`src/rtl/alu_pkg.sv`:
```
// Shared definitions for the issue/writeback stage and the ALU behind it:
// opcode values, instruction field positions, the stage state encoding and
// the value written back when a divide by zero is screened out.
package alu_pkg;

    // Opcodes; the ALU decodes exactly the same values.
    localparam logic [4:0] OP_NOP = 5'h00;
    localparam logic [4:0] OP_ADD = 5'h01;
    localparam logic [4:0] OP_SUB = 5'h02;
    localparam logic [4:0] OP_AND = 5'h03;
    localparam logic [4:0] OP_OR  = 5'h04;
    localparam logic [4:0] OP_XOR = 5'h05;
    localparam logic [4:0] OP_SHL = 5'h06;
    localparam logic [4:0] OP_MUL = 5'h07;
    localparam logic [4:0] OP_DIV = 5'h08;
    localparam logic [4:0] OP_ROL = 5'h09;
    localparam logic [4:0] OP_MAX = 5'h09;

    // Instruction word layout: [31:27] op, [26:24] rd, [23:21] rs1,
    // [20:18] rs2, [17] imm_en, [16] reserved, [15:0] imm.
    localparam int F_OP_LSB    = 27;
    localparam int F_RD_LSB    = 24;
    localparam int F_RS1_LSB   = 21;
    localparam int F_RS2_LSB   = 18;
    localparam int F_IMMEN_BIT = 17;
    localparam int F_RSVD_BIT  = 16;
    localparam int F_IMM_LSB   = 0;
    localparam int IMM_W       = 16;

    // Stage states, in the order an instruction walks through them.
    typedef enum logic [2:0] {
        ST_IDLE,
        ST_EXEC,
        ST_WAIT,
        ST_WB,
        ST_WB_HI
    } state_t;

    // Result forced into rd when a DIV is screened for a zero divisor.
    localparam logic [31:0] DIV0_RESULT = 32'hFFFFFFFF;

endpackage

```
`src/rtl/alu_regfile.sv`:
```
// Register file for the issue stage: two combinational operand read ports,
// one combinational debug read port and one synchronous write port.
// Register 0 is hardwired to zero; writes to it are silently dropped.
module alu_regfile #(
    parameter int  NREGS = 8,
    parameter int  DW    = 32,
    localparam int RW    = $clog2(NREGS)
) (
    input  logic          clk,
    input  logic          rst,
    input  logic          i_we,
    input  logic [RW-1:0] i_waddr,
    input  logic [DW-1:0] i_wdata,
    input  logic [RW-1:0] i_raddr1,
    input  logic [RW-1:0] i_raddr2,
    input  logic [RW-1:0] i_dbgAddr,
    output logic [DW-1:0] o_rdata1,
    output logic [DW-1:0] o_rdata2,
    output logic [DW-1:0] o_dbgData
);

    logic [DW-1:0] r_mem [NREGS];

    // Storage: reset clears every entry, otherwise one write per cycle,
    // skipping register 0 so that it can never hold anything but zero.
    always_ff @(posedge clk) begin
        if (rst) begin
            for (int i = 0; i < NREGS; i++) begin
                r_mem[i] <= '0;
            end
        end else if (i_we && (i_waddr != '0)) begin
            r_mem[i_waddr] <= i_wdata;
        end
    end

    // Read ports force zero for register 0 rather than trusting storage.
    assign o_rdata1  = (i_raddr1  == '0) ? '0 : r_mem[i_raddr1];
    assign o_rdata2  = (i_raddr2  == '0) ? '0 : r_mem[i_raddr2];
    assign o_dbgData = (i_dbgAddr == '0) ? '0 : r_mem[i_dbgAddr];

endmodule

```
`src/rtl/alu_issue_wb.sv`:
```
// Issue and writeback stage wrapped around a registered ALU. One instruction
// is in flight at a time: it is decoded, screened for illegal opcodes and
// zero divisors, issued on registered alu_* outputs, and its result (both
// halves for MUL) is written back into the local register file.
module alu_issue_wb
    import alu_pkg::*;
#(
    parameter int  NREGS = 8,
    parameter int  DW    = 32,
    localparam int RW    = $clog2(NREGS)
) (
    input  logic            clk,
    input  logic            rst,
    input  logic            in_valid,
    input  logic [31:0]     in_instr,
    output logic            in_ready,
    output logic [DW-1:0]   alu_a,
    output logic [DW-1:0]   alu_b,
    output logic [4:0]      alu_op,
    input  logic [DW-1:0]   alu_out,
    input  logic [2*DW-1:0] alu_out2,
    output logic            wb_valid,
    output logic [RW-1:0]   wb_addr,
    output logic [DW-1:0]   wb_data,
    output logic            err_illegal,
    output logic            err_div0,
    input  logic [RW-1:0]   dbg_addr,
    output logic [DW-1:0]   dbg_data
);

    state_t r_state;
    state_t w_nextState;

    logic [4:0]       w_op;
    logic [RW-1:0]    w_rd;
    logic [RW-1:0]    w_rs1;
    logic [RW-1:0]    w_rs2;
    logic             w_immEn;
    logic [IMM_W-1:0] w_imm;
    logic             w_unusedReserved;

    logic [DW-1:0] w_rs1Data;
    logic [DW-1:0] w_rs2Data;
    logic [DW-1:0] w_immExt;
    logic [DW-1:0] w_opB;

    logic w_xfer;
    logic w_illegal;
    logic w_isNop;
    logic w_div0;
    logic w_accept;
    logic w_issue;

    logic [RW-1:0] r_rd;
    logic [4:0]    r_op;
    logic          r_force;
    logic [DW-1:0] r_hiHalf;

    logic [DW-1:0] r_aluA;
    logic [DW-1:0] r_aluB;
    logic [4:0]    r_aluOp;

    logic          w_we;
    logic [RW-1:0] w_waddr;
    logic [DW-1:0] w_wdata;
    logic [RW-1:0] r_wbAddrHeld;
    logic [DW-1:0] r_wbDataHeld;

    logic r_errIllegal;
    logic r_errDiv0;

    // Field extraction straight off the incoming word; only meaningful on a
    // transfer, which is the only time it is consumed.
    assign w_op             = in_instr[F_OP_LSB +: 5];
    assign w_rd             = in_instr[F_RD_LSB +: RW];
    assign w_rs1            = in_instr[F_RS1_LSB +: RW];
    assign w_rs2            = in_instr[F_RS2_LSB +: RW];
    assign w_immEn          = in_instr[F_IMMEN_BIT];
    assign w_imm            = in_instr[F_IMM_LSB +: IMM_W];
    assign w_unusedReserved = in_instr[F_RSVD_BIT];

    assign w_immExt = {{(DW-IMM_W){w_imm[IMM_W-1]}}, w_imm};
    assign w_opB    = w_immEn ? w_immExt : w_rs2Data;

    assign in_ready = (r_state == ST_IDLE);
    assign w_xfer   = in_valid && in_ready;

    // Screening: illegal and NOP never leave IDLE; a zero divisor skips the
    // ALU entirely and goes straight to writeback with the forced result.
    assign w_illegal = (w_op > OP_MAX);
    assign w_isNop   = (w_op == OP_NOP);
    assign w_div0    = (w_op == OP_DIV) && (w_opB == '0);
    assign w_accept  = w_xfer && !w_illegal && !w_isNop;
    assign w_issue   = w_accept && !w_div0;

    alu_regfile #(
        .NREGS (NREGS),
        .DW    (DW)
    ) u_regfile (
        .clk       (clk),
        .rst       (rst),
        .i_we      (w_we),
        .i_waddr   (w_waddr),
        .i_wdata   (w_wdata),
        .i_raddr1  (w_rs1),
        .i_raddr2  (w_rs2),
        .i_dbgAddr (dbg_addr),
        .o_rdata1  (w_rs1Data),
        .o_rdata2  (w_rs2Data),
        .o_dbgData (dbg_data)
    );

    // State register; reset drops any instruction in flight.
    always_ff @(posedge clk) begin
        if (rst) begin
            r_state <= ST_IDLE;
        end else begin
            r_state <= w_nextState;
        end
    end

    // Next-state logic: fixed walk EXEC -> WAIT -> WB, with an extra WB_HI
    // cycle only for a real MUL (never for a forced divide-by-zero result).
    always_comb begin
        w_nextState = r_state;
        case (r_state)
            ST_IDLE: begin
                if (w_accept) begin
                    w_nextState = w_div0 ? ST_WB : ST_EXEC;
                end
            end
            ST_EXEC:  w_nextState = ST_WAIT;
            ST_WAIT:  w_nextState = ST_WB;
            ST_WB: begin
                if ((r_op == OP_MUL) && !r_force) begin
                    w_nextState = ST_WB_HI;
                end else begin
                    w_nextState = ST_IDLE;
                end
            end
            ST_WB_HI: w_nextState = ST_IDLE;
            default:  w_nextState = ST_IDLE;
        endcase
    end

    // Instruction latch and ALU drive: operands load only on a genuine
    // issue, and the opcode drops back to NOP once the ALU has captured it.
    always_ff @(posedge clk) begin
        if (rst) begin
            r_rd    <= '0;
            r_op    <= OP_NOP;
            r_force <= 1'b0;
            r_aluA  <= '0;
            r_aluB  <= '0;
            r_aluOp <= OP_NOP;
        end else begin
            if (w_accept) begin
                r_rd    <= w_rd;
                r_op    <= w_op;
                r_force <= w_div0;
            end
            if (w_issue) begin
                r_aluA  <= w_rs1Data;
                r_aluB  <= w_opB;
                r_aluOp <= w_op;
            end else if (r_state == ST_WAIT) begin
                r_aluOp <= OP_NOP;
            end
        end
    end

    assign alu_a  = r_aluA;
    assign alu_b  = r_aluB;
    assign alu_op = r_aluOp;

    // Writeback source select. The MUL high half comes from a copy taken
    // during WB, because the ALU has already been handed a NOP by then and
    // its outputs are not guaranteed to survive into WB_HI.
    always_comb begin
        w_we    = 1'b0;
        w_waddr = r_rd;
        w_wdata = alu_out;
        case (r_state)
            ST_WB: begin
                w_we = 1'b1;
                if (r_force) begin
                    w_wdata = DW'(DIV0_RESULT);
                end else if (r_op == OP_MUL) begin
                    w_wdata = alu_out2[DW-1:0];
                end else begin
                    w_wdata = alu_out;
                end
            end
            ST_WB_HI: begin
                w_we    = 1'b1;
                w_waddr = r_rd + RW'(1);
                w_wdata = r_hiHalf;
            end
            default: begin
                w_we = 1'b0;
            end
        endcase
    end

    // Remember the last write so wb_addr/wb_data hold between pulses, and
    // capture the MUL high half while the ALU result is still valid.
    always_ff @(posedge clk) begin
        if (rst) begin
            r_wbAddrHeld <= '0;
            r_wbDataHeld <= '0;
            r_hiHalf     <= '0;
        end else begin
            if (w_we) begin
                r_wbAddrHeld <= w_waddr;
                r_wbDataHeld <= w_wdata;
            end
            if (r_state == ST_WB) begin
                r_hiHalf <= alu_out2[2*DW-1:DW];
            end
        end
    end

    assign wb_valid = w_we;
    assign wb_addr  = w_we ? w_waddr : r_wbAddrHeld;
    assign wb_data  = w_we ? w_wdata : r_wbDataHeld;

    // Error pulses: one cycle, in the cycle right after the offending transfer.
    always_ff @(posedge clk) begin
        if (rst) begin
            r_errIllegal <= 1'b0;
            r_errDiv0    <= 1'b0;
        end else begin
            r_errIllegal <= w_xfer && w_illegal;
            r_errDiv0    <= w_xfer && w_div0;
        end
    end

    assign err_illegal = r_errIllegal;
    assign err_div0    = r_errDiv0;

endmodule

```
`config.mk`:
```
export PLATFORM = sky130hd
export DESIGN_NAME = alu_issue_wb
export DESIGN_NICKNAME = d
export VERILOG_FILES = /design/src/rtl/alu_pkg.sv /design/src/rtl/alu_regfile.sv /design/src/rtl/alu_issue_wb.sv
export SDC_FILE = /design/constraint.sdc
export NUM_CORES = 1
export LEC_CHECK = 0
export ABC_CLOCK_PERIOD_IN_PS = 3800
export CORE_MARGIN = 4
export CORE_UTILIZATION = 56
export DETAILED_ROUTE_END_ITERATION = 12
export HOLD_SLACK_MARGIN = 0.05
export PLACE_DENSITY_LB_ADDON = 0.12
export SLEW_MARGIN = 20
export SYNTH_ARGS = -nofsm -noshare
export SYNTH_HDL_FRONTEND = slang
export SYNTH_SLANG_ARGS = --single-unit
```
`constraint.sdc`:
```
create_clock -name clk -period 3.8 [get_ports clk]
set_input_delay 0.76 -clock clk [delete_from_list [all_inputs] [get_ports clk]]
set_output_delay 0.76 -clock clk [all_outputs]
set_load 0.02 [all_outputs]
```
# Word-level counts from Yosys, hierarchy flattened
# Memory sizes are Yosys's and may differ from the RTL's.
# Cells that the tools add are included.
[totals]
reg_bits = 150
ramBits = 256
input_bits = 134
out_inout_bits = 140
word_cells = 70
memories = 1
[op_classes]
add_sub_neg = 1
order_cmp = 1
n_eq_ne = 7
mux = 25
reduce_logical = 23
[mem_list]
columns = ["memory", "words", "word_bits", "read_ports", "rd_clocked_by_memory_dff", "write_ports", "line_no", "source"]
rows = [
  ["u_regfile.r_mem", 8, 32, 3, 0, 8, "alu_regfile.sv:22", "logic [DW-1:0] r_mem [NREGS];"],
]
[op_table]
columns = ["cell", "count"]
rows = [
  ["two-way mux 32 bit", 8],
  ["case mux 32 bit (2 select lines)", 1],
  ["logical NOT 32 bit", 1],
  ["OR reduction 32 bit", 1],
  ["two-way mux 3 bit", 5],
  ["logical NOT 3 bit", 4],
  ["case mux 3 bit (4 select lines)", 1],
  ["two-way mux 5 bit", 2],
  ["logical AND 1 bit", 9],
  ["two-way mux 1 bit", 7],
  ["equality test 3 x 2 -> 1 bit, second input constant", 2],
  ["equality test 5 x 3 -> 1 bit, second input constant", 1],
  ["equality test 5 x 4 -> 1 bit, second input constant", 1],
  ["greater-than comparator 5 x 4 -> 1 bit, second input constant", 1],
  ["logical NOT 5 bit", 1],
  ["logical NOT 1 bit", 4],
  ["adder 3 x 1 -> 3 bit, second input constant", 1],
  ["equality test 3 x 1 -> 1 bit, second input constant", 1],
  ["equality test 3 bit, second input constant", 1],
  ["nonzero test 3 bit", 1],
  ["two-way mux 2 bit", 1],
  ["inequality test 2 x 1 -> 1 bit, second input constant", 1],
  ["nonzero test 2 bit", 1],
  ["OR reduction 2 bit", 1],
]

# Depth between registers and ports, before layout
# Gate-level depths: netlist of run 1.
[logic_depth]
ltp_word = 9
ltp_mapped = 13
mapped_depth_nobuf = 8

# By module
# A second synthesis of run 1 with hierarchy kept.
[hier_totals]
hier_cells = 2012
hier_area_um2 = 21336.7
[modules_own_cells]
columns = ["module", "instances", "cells_each", "area_per_inst_um2", "seq_area_each_um2"]
rows = [
  ["alu_regfile", 1, 1081, 13817.0, 6726.5],
  ["alu_issue_wb", 1, 931, 7519.7, 3002.9],
]

# Least setup slack after synthesis of run 1
# OpenSTA, ideal clock, no wires.
[synth_timing]
path_kind = "in2out"
start = "in dbg_addr[0]"
end = "out dbg_data[16]"
arrival_time_ns = 2.529
required_time_ns = 3.040
slack_ns = 0.511
stages = 5
n_path_buf = 2
cell_sequence = "clkbuf_1 -> buf_1 -> mux4_2 -> inv_1 -> a21oi_1"
[synth_via]
elab_chain_cells = 2
word_cells_on_any_way = 3
cone_classes = "mux (1); reduce/logical (1); memory (1)"
[synth_rtl]
columns = ["item", "line_no", "source"]
rows = [
  ["from (decl)", "alu_issue_wb.sv:27", "input logic [RW-1:0] dbg_addr,"],
  ["memory (8 x 32 bit) or logical NOT 3 bit (tied branches)", "n/a", ""],
  ["two-way mux 32 bit *", "alu_regfile.sv:39", "assign o_dbgData = (i_dbgAddr == '0) ? '0 : r_mem[i_dbgAddr];"],
  ["to (decl)", "alu_issue_wb.sv:28", "output logic [DW-1:0] dbg_data"],
]
# Every way passes the cells marked *; elsewhere a longest branch is shown, timed or not.

# Final worst setup path of run 1
[layout_timing]
start = "reg r_state[1]"
end = "out wb_data[24]"
[layout_via]
elab_chain_cells = 4
word_cells_on_any_way = 6
cone_classes = "eq/ne (2); mux (3); reduce/logical (1)"
[layout_rtl]
columns = ["item", "line_no", "source"]
rows = [
  ["from (decl)", "alu_issue_wb.sv:31", "state_t r_state;"],
  ["from (signal assigned)", "alu_issue_wb.sv:118", "r_state <= w_nextState;"],
  ["equality test 3 x 2 -> 1 bit or equality test 3 bit (tied branches)", "alu_issue_wb.sv:183", "case (r_state)"],
  ["OR reduction 2 bit (no line)", "n/a", ""],
  ["two-way mux 1 bit", "alu_issue_wb.sv:183", ""],
  ["two-way mux 32 bit *", "n/a", ""],
  ["to (decl)", "alu_issue_wb.sv:24", "output logic [DW-1:0] wb_data,"],
]
# Marks and branches as above.

==> flow_summary.yaml, run 1 <==
outcome:
  run_status: "complete, no violations"
clock_tree:
  htree_num_levels: 2
  cts_sinks: 397
  post-cts-setup-buffer-count: 0
  cts_made_buffers: 44
  clockRootBuffer: "sky130_fd_sc_hd__clkbuf_16"
  tritoncts: "yes"
  clk_pin_slew_worst_paths_ps: 60
  cts.path.max_buffers: 3
  clock_insertion_delay_worst_skew_ps: 560
sta:
  clock.fmax_mhz: 278.4
  period_share: 0.9452
  setup_violations: 0
  hold_violation_count_in_the_final_report: 0
  tightestPinTransition_ps: 871.5
  rsz0062_at_grt: "no"
  final.setup.tns_ps: 0
  finalClockSkew_ps: 14.00
  relSlewSlack: 0.4178
  layout_min_cycle_time_ps: 3592
  final_critical_path_setup_slack_ps: 208.1
  drv_slew: 0
  timing.hold.ws_ps: 455.5
placement:
  portBuffers: 272
  hpwlAfterDp_mm: 46.91
  pre_cts_slack_ps: -37.63
  routability_congestion: 0.9241
route:
  drc_errors: 0
  average_wire_per_cell_in_the_routed_design_um: 25.53
  vias_per_cell: 6.455
  detail_route.iter0.violations: 2033
  wl_met2_mm: 32.79
  detail_route.wirelength.met1_mm: 25.62
  first_pass_iters: 5
  detailroute.wirelength.met3_mm: 8.281
  wire_length_reported_by_the_detailed_router_mm: 70.28
  ant_nets: 0
  highest_metal_layer_used_by_the_detailed_router: "met4"
  dr_vias: 17770
global_route:
  grt_pass1_wl_mm: 105.7
  antenna_found_initial: 1
  via_count_of_the_first_global_routing_pass: 17840
  grt_overflow: 0
  gr-usage-all-layers: 0.3369
  grt_max_degree: 142
pwr:
  clock_network_fraction_of_design_power: 0.417
  internal_power_w: 0.008183
  combPwrFrac: 0.141
  power.static_leakage_nw: 9.833
  power.switching_fraction: 0.2506
  sequentialPowerShare: 0.441
  totalPowerFinal_w: 0.01092
  switchingPower_w: 0.002736
  power_density_nw_per_um2: 416.3
  max-vdd-ir-drop_uv: 366.5
synthesis:
  synth_area_per_cell_um2: 10.70
  yosys-top-cells-area: "sky130_fd_sc_hd__edfxtp_1 (36%), sky130_fd_sc_hd__dfxtp_1 (14%), sky130_fd_sc_hd__mux4_2 (11%)"
  yosys.area.top_type: "sky130_fd_sc_hd__edfxtp_1"
  synth.yosys.warnings: 0
  synth-edff-count: 247
  synth_largest_type_area_fraction: 0.3554
  synthArstFlopShare: 0
  synth.lib_cells_used.distinct: 57
  seq_area_frac_synth: 0.4992
  yosys_register_bits: 397
  dominantRegCellSynth: "sky130_fd_sc_hd__edfxtp_1"
  post_synth_instance_area_um2: 20870
  synthCells: 1951
cells_and_area:
  nFillCells: 2695
  area.growth.synth_to_final_pct: 25.66
  most-common-layout-cells: "sky130_fd_sc_hd__nor2_1 (276), sky130_fd_sc_hd__clkdlybuf4s50_1 (259), sky130_fd_sc_hd__edfxtp_1 (247)"
  nets: 2384
  ant_cells: 0
  commonest_non_fill_non_tap_cell_in_the_layout: "sky130_fd_sc_hd__nor2_1"
  drive_gt1_frac: 0.1772
worst_setup_path:
  worstSetupStartpoint: "r_state[1]"
  cp_data_arrival_time_ps: 2830
  cp_max_fo: 44
  cpMostUsedCell: "sky130_fd_sc_hd__nand2_1"
  cpPeakStageDelay_ps: 630
  setup.worst_path.start_class: "flop"
  critical_path.endpoint_type: "output pin"
  rr_startpoint: "u_regfile.r_mem[2][18]"
  cell_chain_of_the_critical_path: "nor2_1 > and2_1 > nor2_4 > buf_4 > nand2_1 > nand2_1 > clkdlybuf4s50_1"
  worstPathRequired_ps: 3040
  worst-r2r-cell-count: 11
  worst-r2r-setup-slack_ps: 760
  timing.critical_path.slowest_stage_cell: "sky130_fd_sc_hd__clkdlybuf4s50_1"
  r2r_end: "alu_a[20]"
  timing_worst_setup_path_type: "reg -> out"
floorplanning:
  die-area_um2: 40430
  chipWidth_um: 201.1
  io_pins: 274
  core_area_um2: 36700
  std_cell_rows: 70
  start_util: 0.5688
  die_height_um: 201.1
flow_run:
  max-cap-violations: 0
min_path:
  hold_class: "reg -> reg"
  hold_path_startpoint: "r_hiHalf[22]"
  hold_path_end: "r_hiHalf[22]"
  worst_hold_path.num_cells: 2
==> layout make-up <==
| type | instances | area (um^2) | share of cell area |
|---|---|---|---|
| clock buffers | 55 | 1184 | 0.04513 |
| clock inverters | 27 | 347.8 | 0.01326 |
| inverters | 49 | 183.9 | 0.007012 |
| multi-input cells | 1356 | 9639 | 0.3675 |
| flip-flops and latches | 397 | 10420 | 0.3973 |
| well taps | 468 | 585.6 | 0.02233 |
| repair buffers | 401 | 3869 | 0.1475 |
==> critical path, delay by kind of cell, from the launching register on <==
kind                   cells  cell delay, ps
and+or+nand+nor            5             820
buffers and inverters      2            1030
DFF                        1             390
==> worst max path at each step <==
stage / slack (ps) / endpoint
after floorplan: 510 / dbg_data[16]
after detailed placement: -40 / alu_b[22]
final: 210 / wb_data[24]
after global routing: 4 / wb_data[29]
after global placement: -50 / alu_b[22]
after CTS: 170 / wb_data[15]
==> cell families after synthesis <==
logic type                 Yosys count  share of synthesized area
AOI/OAI and AO/OA                  424                     0.1325
adders and majority gates            1                  0.0005994
buffers and inverters              220                    0.04442
DFF                                397                     0.4992
muxes                              260                     0.1925
other                                1                  0.0001797
and+or+nand+nor                    648                     0.1305
==> power groups by stage <==
stage / Clock [W] / Combinational, W / Sequential, W
2_1_floorplan: 0 / 0.000795 / 0.00490
3_3_place_gp: 0 / 0.00150 / 0.00489
5_1_grt: 0.00476 / 0.00162 / 0.00483
3_5_place_dp: 0 / 0.00152 / 0.00490
4_1_cts: 0.00458 / 0.00152 / 0.00481
6_report: 0.00456 / 0.00154 / 0.00482
==> flip-flops by register name, summed over array words and instances (netlist names) <==
name	count
r_force	1
err_div0	1
r_wbDataHeld	32
r_state	3
alu_b	32
err_illegal	1
alu_a	32
r_op	5
r_wbAddrHeld	3
u_regfile.r_mem	247
r_hiHalf	32
r_rd	3
alu_op	5
==> timing repair <==
| item | in CTS | in global routing |
|---|---|---|
| hold buffers | 0 | 0 |
| resized for setup | 0 | 1 |
| setup endpoints to repair | 0 | 1 |
==> cells in the mapped netlist (all sizes together), types with 46 or more instances <==
library cell and count:
a221oi 59, mux2 99, mux2i 58, mux4 103
a21oi 189, clkbuf 123, nand2 244, nor2 279
buf 48, inv 47, o21ai 46, edfxtp 247
dfxtp 150
==> per-layer routing <==
layer | up-vias | global-route usage
li1 | 7765 | -
met1 | 8555 | 0.4414
met2 | 1248 | 0.5412
met3 | 203 | 0.07399
met4 | 0 | 0.1546
met5 | - | 0
==> per-stage QoR <==
step	std cells	cell area [um^2]	utilization
floorplan	1973	20960	-
global placement	2671	24690	0.6729
detailed placement	2671	24690	0.6729
CTS	2753	26230	0.7146
global route	2753	26230	0.7147
finish	2753	26230	0.7147
Power figures use the tool's default switching activity.
==> run 2: changes to the inputs <==
- CORE_UTILIZATION: 56 -> 58
- CTS_BUF_LIST: not set -> sky130_fd_sc_hd__clkbuf_4
==> flow_summary.yaml, run 2 (synthesis gave the netlist of run 1 again) <==
cells_and_area:
  area.growth.synth_to_final_pct: 25.67
  nets: 2448
  largest_register_ff_count: 247
  utilization_after_layout: 0.7374
  largest-register: "u_regfile.r_mem"
  drive_gt1_frac: 0.2132
  commonest_non_fill_non_tap_cell_in_the_layout: "sky130_fd_sc_hd__nor2_1"
  most-common-layout-cells: "sky130_fd_sc_hd__nor2_1 (276), sky130_fd_sc_hd__edfxtp_1 (247), sky130_fd_sc_hd__nand2_1 (243)"
pwr:
  power_density_nw_per_um2: 390.1
  max-vdd-ir-drop_uv: 343.1
  power.static_leakage_nw: 10.21
clock_tree:
  clock_insertion_delay_worst_skew_ps: 840
  clk_pin_slew_worst_paths_ps: 70
  htree_num_levels: 3
  cts_made_buffers: 106
  cts.path.max_buffers: 3
  tritoncts: "yes"
  clockRootBuffer: "sky130_fd_sc_hd__clkbuf_4"
  cts_sinks: 397
worst_setup_path:
  worstPathRequired_ps: 3040
  cpPeakStageDelay_ps: 670
  crit_end: "wb_addr[1]"
  critical_path.endpoint_type: "output pin"
  rr_startpoint: "u_regfile.r_mem[5][19]"
  timing.critical_path.slowest_stage_cell: "sky130_fd_sc_hd__clkdlybuf4s50_1"
  r2r_end: "alu_a[29]"
  setup.worst_path.start_class: "flop"
  worstSetupStartpoint: "r_state[1]"
  timing_worst_setup_path_type: "reg -> out"
  cp_max_fo: 38
  cp_data_arrival_time_ps: 2850
  cpMostUsedCell: "sky130_fd_sc_hd__a21oi_1"
  worst-r2r-cell-count: 10
  cell_chain_of_the_critical_path: "nor2_1 > and2_1 > buf_6 > a21oi_1 > a21oi_1 > clkdlybuf4s50_1"
  worst-r2r-setup-slack_ps: 770
global_route:
  grt_max_degree: 65
  antenna_found_initial: 2
  gr-usage-all-layers: 0.3568
  grt_pass1_wl_mm: 106.4
  via_count_of_the_first_global_routing_pass: 18450
  grt_overflow: 0
route:
  wl_met2_mm: 33.30
  detailroute.wirelength.met3_mm: 8.919
  average_wire_per_cell_in_the_routed_design_um: 24.70
  first_pass_iters: 6
  dr_vias: 18210
  drc_errors: 0
  detail_route.wirelength.met1_mm: 25.41
  highest_metal_layer_used_by_the_detailed_router: "met5"
  vias_per_cell: 6.357
  ant_nets: 0
  detail_route.iter0.violations: 2157
  wire_length_reported_by_the_detailed_router_mm: 70.75
sta:
  period_share: 0.9496
  clock.fmax_mhz: 277.1
  tightestPinTransition_ps: 899.1
  drv_slew: 0
  rsz0062_at_grt: "no"
  final.setup.tns_ps: 0
  relSlewSlack: 0.3993
  finalClockSkew_ps: 83.46
  hold_violation_count_in_the_final_report: 0
  setup_violations: 0
  layout_min_cycle_time_ps: 3609
floorplanning:
  io_pins: 274
  die-area_um2: 39090
  std_cell_rows: 69
  start_util: 0.5868
  core_area_um2: 35570
  die_height_um: 197.7
  chipWidth_um: 197.7
placement:
  hpwlAfterDp_mm: 46.33
  portBuffers: 272
  routability_congestion: 0.9443
outcome:
  run_status: "complete, no violations"
flow_run:
  max-cap-violations: 0
min_path:
  hold_class: "in -> reg"
## run 2: cell types whose count changed in the layout (fill, tap and decap cells not counted), sizes merged
cell | previous run | this run
bufinv | 8 | 1
clkinv | 17 | 31
buf | 142 | 143
dlygate4sd2 | 0 | 26
clkbuf | 55 | 165
clkdlybuf4s50 | 259 | 227
dlymetal6s2s | 0 | 6
diode | 0 | 1
inv | 50 | 49
clkinvlp | 1 | 0
bufbuf | 0 | 1
## run 2: cell type report
class,count,area [um^2]
tap,461,576.8
fill,2565,9339
sequential,397,10420
timing repair buffer,403,4011
antenna,1,2.502
clock buffer,165,1239
inverter,49,183.9
clock inverter,32,155.1
multi-input combinational,1356,9642
## run 2: through the flow
stage	hold slack, ps	cells	setup WS (ps)	power [W]	cell area [um^2]
finish	308.9	2864	191.4	0.01023	26230
global placement	440.6	2664	71.16	0.006392	24790
detailed placement	446.7	2664	-6.101	0.006421	24790
CTS	239.8	2863	0.8120	0.01025	26210
floorplan	431.1	1973	511.4	0.005700	20960
global route	300.0	2864	8.445	0.01061	26230
## run 2: worst min path at each step
stage                     start               to  depth (start not counted)
CTS                         rst  r_wbDataHeld[5]                          2
global placement      alu_op[3]        alu_op[3]                          2
finish                      rst      r_hiHalf[7]                          2
global route                rst      r_hiHalf[7]                          2
detailed placement  r_hiHalf[1]      r_hiHalf[1]                          2
floorplan               r_op[3]          r_op[3]                          2
## run 2: where the power goes
group,total [W],switching [W],internal [W]
combinational,0.00154,0.000836,0.000707
sequential,0.00481,0.000101,0.00471
clock,0.00388,0.00184,0.00204
total,0.0102,0.00277,0.00746
## run 2: what timing repair did
action                     4_1_cts  5_1_grt
setup endpoints to repair       27        9
resized for setup               28        8
pin swaps                        1        0
cloned                           1        0
hold buffers                     0        0
buffers inserted                 1        0
## run 2: layer usage
layer  up-vias  global-route usage
met5         -                   0
met4         2              0.1691
met3       217             0.09239
met2      1302              0.5704
met1      8712              0.4587
li1       7973                   -
## run 2: worst max-delay path: cells and delay by family, from the launching register on
| family | cells | cell delay, ps |
|---|---|---|
| buf+inv | 2 | 1000 |
| compound gates | 2 | 310 |
| flops | 1 | 350 |
| simple gates | 2 | 390 |
